`src/rtl/spi_controller_regif.sv`:
```
`default_nettype none
// ============================================================================
// Module   : spi_controller_regif
// Brief    : SPI initiator issuing single-register read/write frames
//            (command byte + REG_W-bit data field, MSB first) to an SPI
//            register peripheral. Supports all four SPI modes.
// Optional : SPI_CTRL_CS_GAP_EN adds a 2*CLK_DIV-cycle CS-high gap after
//            each frame during which busy stays high.
// Revision : 1.0 - initial release
// ============================================================================
module spi_controller_regif #(
    parameter int ADDR_W  = 4,
    parameter int REG_W   = 8,
    parameter int CLK_DIV = 2
) (
    input  logic              clk,
    input  logic              rstb,
    input  logic              ena,
    input  logic [1:0]        mode,
    input  logic              start,
    input  logic              wr_rdn,
    input  logic [ADDR_W-1:0] addr,
    input  logic [REG_W-1:0]  wdata,
    output logic              busy,
    output logic              done,
    output logic [REG_W-1:0]  rdata,
    output logic              spi_cs_n,
    output logic              spi_clk,
    output logic              spi_mosi,
    input  logic              spi_miso
);

    localparam int F     = 8 + REG_W;
    localparam int BIT_W = $clog2(2 * F + 1);
    localparam int DIV_W = $clog2(CLK_DIV + 1);

    localparam logic [BIT_W-1:0] LAST_EDGE  = BIT_W'(2 * F - 1);
    localparam logic [BIT_W-1:0] DATA_EDGE0 = BIT_W'(16);
    localparam logic [DIV_W-1:0] DIV_LAST   = DIV_W'(CLK_DIV - 1);

    typedef enum logic [1:0] {
        S_IDLE  = 2'd0,
        S_SHIFT = 2'd1,
        S_HOLD  = 2'd2,
        S_GAP   = 2'd3
    } state_t;

    state_t             state;
    logic [1:0]         mode_q;
    logic               wr_q;
    logic [F-1:0]       sh;
    logic [REG_W-1:0]   rx;
    logic [DIV_W-1:0]   div;
    logic [BIT_W-1:0]   bcnt;
    logic [7:0]         cmd_w;
    logic [F-1:0]       frame_w;
`ifdef SPI_CTRL_CS_GAP_EN
    localparam int GAP_W = $clog2(2 * CLK_DIV + 1);
    localparam logic [GAP_W-1:0] GAP_LAST = GAP_W'(2 * CLK_DIV - 1);
    logic [GAP_W-1:0]   gap;
`endif

    // Assemble the outgoing frame: zero-extended address with R/W flag in bit 7
    always_comb begin
        cmd_w    = 8'(addr);
        cmd_w[7] = wr_rdn;
        frame_w  = {cmd_w, (wr_rdn ? wdata : {REG_W{1'b0}})};
    end

    // Frame sequencer: divider, edge counter, shift/sample and pin drivers
    always_ff @(posedge clk or negedge rstb) begin
        if (!rstb) begin
            state    <= S_IDLE;
            mode_q   <= 2'b00;
            wr_q     <= 1'b0;
            sh       <= '0;
            rx       <= '0;
            div      <= '0;
            bcnt     <= '0;
            busy     <= 1'b0;
            done     <= 1'b0;
            rdata    <= '0;
            spi_cs_n <= 1'b1;
            spi_clk  <= 1'b0;
            spi_mosi <= 1'b0;
`ifdef SPI_CTRL_CS_GAP_EN
            gap      <= '0;
`endif
        end else if (ena) begin
            done <= 1'b0;
            case (state)
                S_IDLE: begin
                    spi_cs_n <= 1'b1;
                    spi_clk  <= mode[1];
                    if (start) begin
                        mode_q   <= mode;
                        wr_q     <= wr_rdn;
                        sh       <= frame_w;
                        spi_mosi <= frame_w[F-1];
                        spi_cs_n <= 1'b0;
                        busy     <= 1'b1;
                        div      <= '0;
                        bcnt     <= '0;
                        state    <= S_SHIFT;
                    end
                end
                S_SHIFT: begin
                    if (div == DIV_LAST) begin
                        div  <= '0;
                        bcnt <= bcnt + BIT_W'(1);
                        // Last edge parks SCLK at the latched idle polarity
                        spi_clk <= (bcnt == LAST_EDGE) ? mode_q[1] : ~spi_clk;
                        if (bcnt[0] == 1'b0) begin
                            // Odd (leading) edge
                            if (!mode_q[0]) begin
                                if (bcnt >= DATA_EDGE0)
                                    rx <= REG_W'({rx, spi_miso});
                            end else begin
                                spi_mosi <= sh[F-1];
                                sh       <= sh << 1;
                            end
                        end else begin
                            // Even (trailing) edge
                            if (!mode_q[0]) begin
                                if (bcnt != LAST_EDGE) begin
                                    spi_mosi <= sh[F-2];
                                    sh       <= sh << 1;
                                end
                            end else if (bcnt >= DATA_EDGE0) begin
                                rx <= REG_W'({rx, spi_miso});
                            end
                        end
                        if (bcnt == LAST_EDGE)
                            state <= S_HOLD;
                    end else begin
                        div <= div + DIV_W'(1);
                    end
                end
                S_HOLD: begin
                    if (div == DIV_LAST) begin
                        div      <= '0;
                        spi_cs_n <= 1'b1;
                        spi_mosi <= 1'b0;
                        done     <= 1'b1;
                        if (!wr_q)
                            rdata <= rx;
`ifdef SPI_CTRL_CS_GAP_EN
                        gap   <= '0;
                        state <= S_GAP;
`else
                        busy  <= 1'b0;
                        state <= S_IDLE;
`endif
                    end else begin
                        div <= div + DIV_W'(1);
                    end
                end
                default: begin
`ifdef SPI_CTRL_CS_GAP_EN
                    // Enforced CS-high recovery time; start is ignored here
                    if (gap == GAP_LAST) begin
                        busy  <= 1'b0;
                        state <= S_IDLE;
                    end else begin
                        gap <= gap + GAP_W'(1);
                    end
`else
                    state <= S_IDLE;
`endif
                end
            endcase
        end
    end

endmodule
`default_nettype wire

```
`config.mk`:
```
export PLATFORM = sky130hd
export DESIGN_NAME = spi_controller_regif
export DESIGN_NICKNAME = d
export VERILOG_FILES = /design/src/rtl/spi_controller_regif.sv
export SDC_FILE = /design/constraint.sdc
export NUM_CORES = 1
export LEC_CHECK = 0
export ABC_AREA = 1
export BUFFER_PORTS_ARGS = -buffer_cell sky130_fd_sc_hd__buf_2
export CAP_MARGIN = 10
export CORE_UTILIZATION = 48
export CTS_CLUSTER_SIZE = 10
export DETAILED_ROUTE_END_ITERATION = 12
export HOLD_SLACK_MARGIN = 0.06
export MAX_ROUTING_LAYER = met4
export PLACE_DENSITY = 0.71
export SETUP_SLACK_MARGIN = 0.5
export SLEW_MARGIN = 20
export SYNTH_ARGS = -nofsm -noshare
export SYNTH_HDL_FRONTEND = slang
export SYNTH_SLANG_ARGS = --single-unit
export TNS_END_PERCENT = 20
```
`constraint.sdc`:
```
create_clock -name clk -period 1.9 [get_ports clk]
set_input_delay 0.095 -clock clk [delete_from_list [all_inputs] [get_ports clk]]
set_output_delay 0.095 -clock clk [all_outputs]
set_load 0.01 [all_outputs]
```
Word-level counts from Yosys, hierarchy flattened
Index checks and enable logic that the tools add are counted.
{"block": "totals", "inputBits": 20, "ff_bits": 50}
{"block": "classes", "n_mux": 41, "order_cmp": 1, "n_bitwise": 2, "reduce_logical": 17, "eq_ne": 14, "addsub": 2}
{"op": "16-bit two-way mux", "n": 6}
{"op": "8-bit two-way mux", "n": 5}
{"op": "16-bit one-hot mux with 2 select lines", "n": 1}
{"op": "1-bit two-way mux", "n": 14}
{"op": "2-bit two-way mux", "n": 6}
{"op": "6-bit two-way mux", "n": 2}
{"op": "6-bit one-hot mux with 2 select lines", "n": 1}
{"op": "3-bit AND reduction", "n": 4}
{"op": "4-bit AND reduction", "n": 3}
{"op": "2-bit != test (second input constant)", "n": 5}
{"op": "5-bit AND reduction", "n": 2}
{"op": "3-bit != test (second input constant)", "n": 3}
{"op": "8-bit AND reduction", "n": 1}
{"op": "7-bit AND reduction", "n": 1}
{"op": "6-bit by 1-bit adder with 6-bit output (second input constant)", "n": 1}
{"op": "6-bit by 5-bit == test with 1-bit output (second input constant)", "n": 1}
{"op": "6-bit by 5-bit >= comparator with 1-bit output (second input constant)", "n": 1}
{"op": "6-bit by 5-bit != test with 1-bit output (second input constant)", "n": 1}
{"op": "1-bit one-hot mux with 2 select lines", "n": 3}
{"op": "2-bit one-hot mux with 3 select lines", "n": 1}
{"op": "2-bit nonzero test", "n": 3}
{"op": "2-bit by 1-bit == test with 1-bit output (second input constant)", "n": 2}
{"op": "2-bit one-hot mux with 2 select lines", "n": 1}
{"op": "1-bit one-hot mux with 3 select lines", "n": 1}
{"op": "other kinds (7)", "n": 8}

Logic depth before layout (Yosys ltp)
{"block": "logic_depth", "depth_word": 6, "depth_mapped": 10, "ltp_nobuf": 9}

Worst setup path before layout
OpenSTA, ideal clock, no wires.
{"block": "synth_path", "kind": "reg-to-reg", "from": "register state[0]", "to": "register sh[14]", "t_required_ns": 1.784, "setup_slack_ns": 0.280, "synth_period_minus_slack_ns": 1.620, "stages_incl_launch_ff": 10, "arrival_ns": 1.504, "path_buffers": 1, "path_cell_list": "dfrtp_1 -> inv_1 -> ha_1 -> or2_4 -> nand3_4 -> nor2_8 -> nand2_4 -> buf_6 -> nand2_1 -> nand2_1"}
{"block": "synth_via", "elab_chain_cells": 3, "word_cells_on_any_way": 10, "classes_between": "6 x eq/ne; 1 x mux; 3 x reduce/logical"}
{"element": "start: declaration", "line": "48", "source": "state_t state;"}
{"element": "start signal: assignment", "line": "73", "source": "state <= S_IDLE;"}
{"element": "start signal: assignment", "line": "104", "source": "state <= S_SHIFT;"}
{"element": "start signal: assignment", "line": "134", "source": "state <= S_HOLD;"}
{"element": "2-bit by 1-bit == test with 1-bit output or 2-bit logical NOT (tied branches)", "line": "91", "source": "case (state)"}
{"element": "3-bit != test (no source line), or another cell as far along"}
{"element": "7-bit AND reduction (no source line)"}
{"element": "end signal: assignment", "line": "98", "source": "sh <= frame_w;"}
{"element": "end signal: assignment", "line": "120", "source": "sh <= sh << 1;"}
{"element": "end signal: assignment", "line": "127", "source": "sh <= sh << 1;"}
{"element": "end: declaration", "line": "51", "source": "logic [F-1:0] sh;"}
Several ways; a longest one is shown, not always the timed one.
A chain may end at the register's enable or synchronous reset.

Worst setup path after layout
{"block": "layout_path", "from": "register state[1]", "to": "register sh[12]"}
The elaborated chain is that of the path after synthesis.

==> results.tsv <==
stage	metric	value	unit
min_path	min-delay-start	mode[1]	
floorplanning	area_enclosed_by_the_die_boundary	0.005586	mm2
timing	portion_of_the_clock_cycle_consumed_by_the_worst_path_in_the_final_layout	80.32	%
grt	grt_max_degree	51	
floorplanning	die_width	74.74	um
route	drcViolationCount	0	
timing	fin_worst_skew	7.945	ps
critical_path	critical_path_peak_fanout	16	
clock_network	tritoncts_clock_tree	built	
timing	fin_tns_setup	0	ps
synthesis	synth_fa_ha_area_share	3.941	%
timing	finalSetupViolations	0	
clock_network	tritoncts.num_buffers	5	
clock_network	clk_latency	300	ps
critical_path	path_class	flip-flop to flip-flop	
route	routed_wire_length_per_instance	12.54	um
floorplanning	height_of_the_die	74.74	um
timing	worst_slew_pin_slew	623.6	ps
layout	final_nets	405	
grt	use_met1	29.49	%
timing	min_period	1526	ps
grt	use_met3	4.150	%
timing	grt_setup_unrepaired	yes	
min_path	min-delay-path-class	primary input to flip-flop	
flow_run	max_cap_violations	0	
synthesis	combinational_family_with_the_most_area_after_synthesis	simple AND/OR/NAND/NOR gates	
route	drt_pre_antenna_iters	4	
critical_path	regToRegEndpoint	sh[12]$_DFFE_PN0P_	
critical_path	end_kind	flip-flop	
route	routed-via-count	2220	
grt	grt_util_met2	35.74	%
route	first_iter_violations	128	
clock_network	cts.sink_count	50	
synthesis	synth_warnings	0	
synthesis	synthTopCellsByCount	nand2_1, dfrtp_1, nand3_1	
layout	n_fill_cell	446	
critical_path	critical_path.startpoint_type	flip-flop	
clock_network	cts.path.max_buffers	2	
critical_path	cp.arrival	1720	ps
placement	gp_routability_congestion	0.8261	
layout	syn2layout_area_growth	27.68	%
timing	headroom_to_the_max_slew_limit	58.43	%
critical_path	cp_data_required_time	2100	ps
layout	final_cells	448	
grt	most_used_routing_layer_in_global_routing	met2	
synthesis	synth.largest_area_cell	dfrtp_1	
floorplanning	placeableCoreArea	0.005107	mm2
floorplanning	rows	26	
synthesis	synth_compound_area_share	8.128	%
route	wirelength	5616	um
pwr	power_density	1381	mW/mm2
synthesis	post_synth_main_area_contributors	dfrtp_1, nand2_1, nand3_1, o21ai_0, inv_1	
synthesis	async_set_or_reset_flop_fraction_in_the_synthesized_netlist	100.0	%
route	routed_via_density	4.955	
grt	global_route.usage.total	22.77	%
synthesis	post_synthesis_mux_area_share	0	%
synthesis	post_synth_xor_area_fraction	0.3448	%
grt	overflow	0	
critical_path	setup.reg_to_reg.worst_slack	370	ps
placement	dp.cells	418	
min_path	min_delay_worst_endpoint	mode_q[1]$_DFFE_PN0P_	
route	drtAntennaViolNets	0	
floorplanning	floorplan.initialDensity	49.73	%
synthesis	synth.lib_cells_used.distinct	27	
clock_network	cts_root_buffer	clkbuf_8	
synthesis	synth-main-ff-cell	dfrtp_1	
layout	layout-drive-gt1-share	25.93	%
synthesis	syn_area_per_cell	7.987	um2
synthesis	postSynthCellCount	318	
timing	hold_vio_cnt_final	0	
min_path	timing.hold.worst_path_depth	3	
critical_path	r2r.worst_path.cells	8	
placement	placement.io_buffers	32	
timing	clock.fmax	655.3	MHz
grt	antenna_violations_before_repair	0	
synthesis	seq_area_frac_synth	49.31	%
layout	layout.core_utilization	63.50	%
pwr	fin_total_pwr	4.480	mW
clock_network	h-tree-depth	2	
grt	grt_first_pass_wirelength	9259	um
synthesis	mappedNetlistNets	346	
synthesis	netlist_area	0.002540	mm2
layout	antenna-diode-count	0	
synthesis	netlist.area_leader.share	48.28	%
synthesis	ys_seq_elements	50	
run_status	outcome	complete, no violations	
synthesis	post_synth_and_or_nand_nor_area_fraction	30.99	%
synthesis	yosys.cell_count.top_type	nand2_1	
pwr	static-leakage-power	1.715	nW
timing	slew_viol_final	0	
grt	grt_pass1_vias	2020	
floorplanning	pin_count	33	
synthesis	number_of_enable_type_register_cells_in_the_synthesized_netlist	0	
pwr	peakVddDrop	0.5654	mV
placement	dp.final_hpwl	3475	um
clock_network	cts.reportedPaths.clkPinSlew	100	ps
critical_path	regToRegStartpoint	state[1]$_DFFE_PN0P_	
[where the power goes]
group          total (mW)  switching (mW)  internal (mW)
Sequential           1.60           0.206           1.39
Clock               0.890           0.363          0.527
Combinational        1.99            1.14          0.850
Total                4.48            1.71           2.77
[timing repair]
| item | CTS | global route |
|---|---|---|
| resized for setup | 9 | 22 |
| pin swaps | 10 | 6 |
| hold buffers | 3 | 0 |
| setup buffers | 11 | 7 |
| hold endpoints to repair | 51 | 0 |
| cloned | 0 | 1 |
| endpoints found under the setup margin | 41 | 49 |
[kinds of logic (layout without fill, tap and decap cells)]
| group | after synthesis | count (layout) |
|---|---|---|
| AO/OA/AOI/OAI | 38 | 38 |
| XOR/XNOR | 1 | 1 |
| adder cells (fa/ha/maj) | 8 | 8 |
| buffers and inverters | 39 | 99 |
| flip-flops | 50 | 50 |
| AND/OR/NAND/NOR | 182 | 182 |
[through the flow]
| stage | instance area [um2] | hold slack (ps) | setup WS, ps |
|---|---|---|---|
| 6_report | 3243 | 74.44 | 373.9 |
| 5_1_grt | 3243 | 67.46 | 263.8 |
| 4_1_cts | 3075 | 66.96 | 345.0 |
| 3_5_place_dp | 2786 | 243.2 | 150.5 |
| 3_3_place_gp | 2786 | 239.2 | 139.5 |
| 2_1_floorplan | 2555 | -200.6 | 335.4 |
[cells in the final DEF, fill, tap and decap left out, types with 2 or more instances in the layout]
cell	Yosys	layout
buf_2	2	32
nand2_2	1	3
nor2_1	20	15
clkbuf_8	1	5
nand2_8	0	2
bufinv_16	0	2
dlygate4sd3_1	0	3
nand3_1	36	35
dfrtp_1	49	47
o21ai_0	21	20
nand4_1	2	2
nor2_4	1	2
buf_6	3	5
nor2_2	0	4
nand2_1	117	113
inv_1	27	24
ha_1	8	4
ha_4	0	3
dfrtp_2	0	2
buf_4	1	20
inv_2	2	4
a21oi_1	14	13
[worst max-delay path by stage]
stage                         startpoint                  to  slack (ps)  cells after the start
detailed placement   bcnt[0]$_DFFE_PN0P_  sh[13]$_DFFE_PN0P_         150                      9
finish              state[1]$_DFFE_PN0P_  sh[12]$_DFFE_PN0P_         370                      8
global route         bcnt[0]$_DFFE_PN0P_   sh[2]$_DFFE_PN0P_         260                      9
floorplan           state[1]$_DFFE_PN0P_   rx[5]$_DFFE_PN0P_         340                      9
CTS                 state[0]$_DFFE_PN0P_  sh[12]$_DFFE_PN0P_         340                      8
global placement     bcnt[0]$_DFFE_PN0P_  sh[13]$_DFFE_PN0P_         140                      9
[cell type report]
cell class                 instances  area [um2]  area share (%)
tap                               70       87.58           2.701
clock buffer                       5       68.82           2.122
clock inverter                     3       68.82           2.122
multi-input combinational        229        1210           37.31
sequential                        50        1255           38.70
inverter                          29       111.4           3.434
timing repair buffer              62       441.7           13.62
[per-layer routing]
metal | wire [um] | part of all wire (%) | up-vias
met5 | 0 | 0 | -
met4 | 83 | 1.5 | 0
met3 | 160 | 2.8 | 9
met2 | 2810 | 50 | 41
met1 | 2560 | 46 | 1032
li1 | - | - | 1138
[state kept, by name, summed over array words and instances, names as in the netlist, 2 cells and up]
register  flops
sh           16
rdata         8
rx            8
bcnt          6
div           2
mode_q        2
state         2
[worst max-delay path, stage by stage (launching register included)]
cell and delay (ps):
dfrtp_1 400, inv_2 120, ha_4 190, or2_4 160, nand3_4 100, nor2_8 180, nand2_8 120, nand2_1 90
nand2_1 50
No activity file was read; power rests on OpenSTA's default activity.
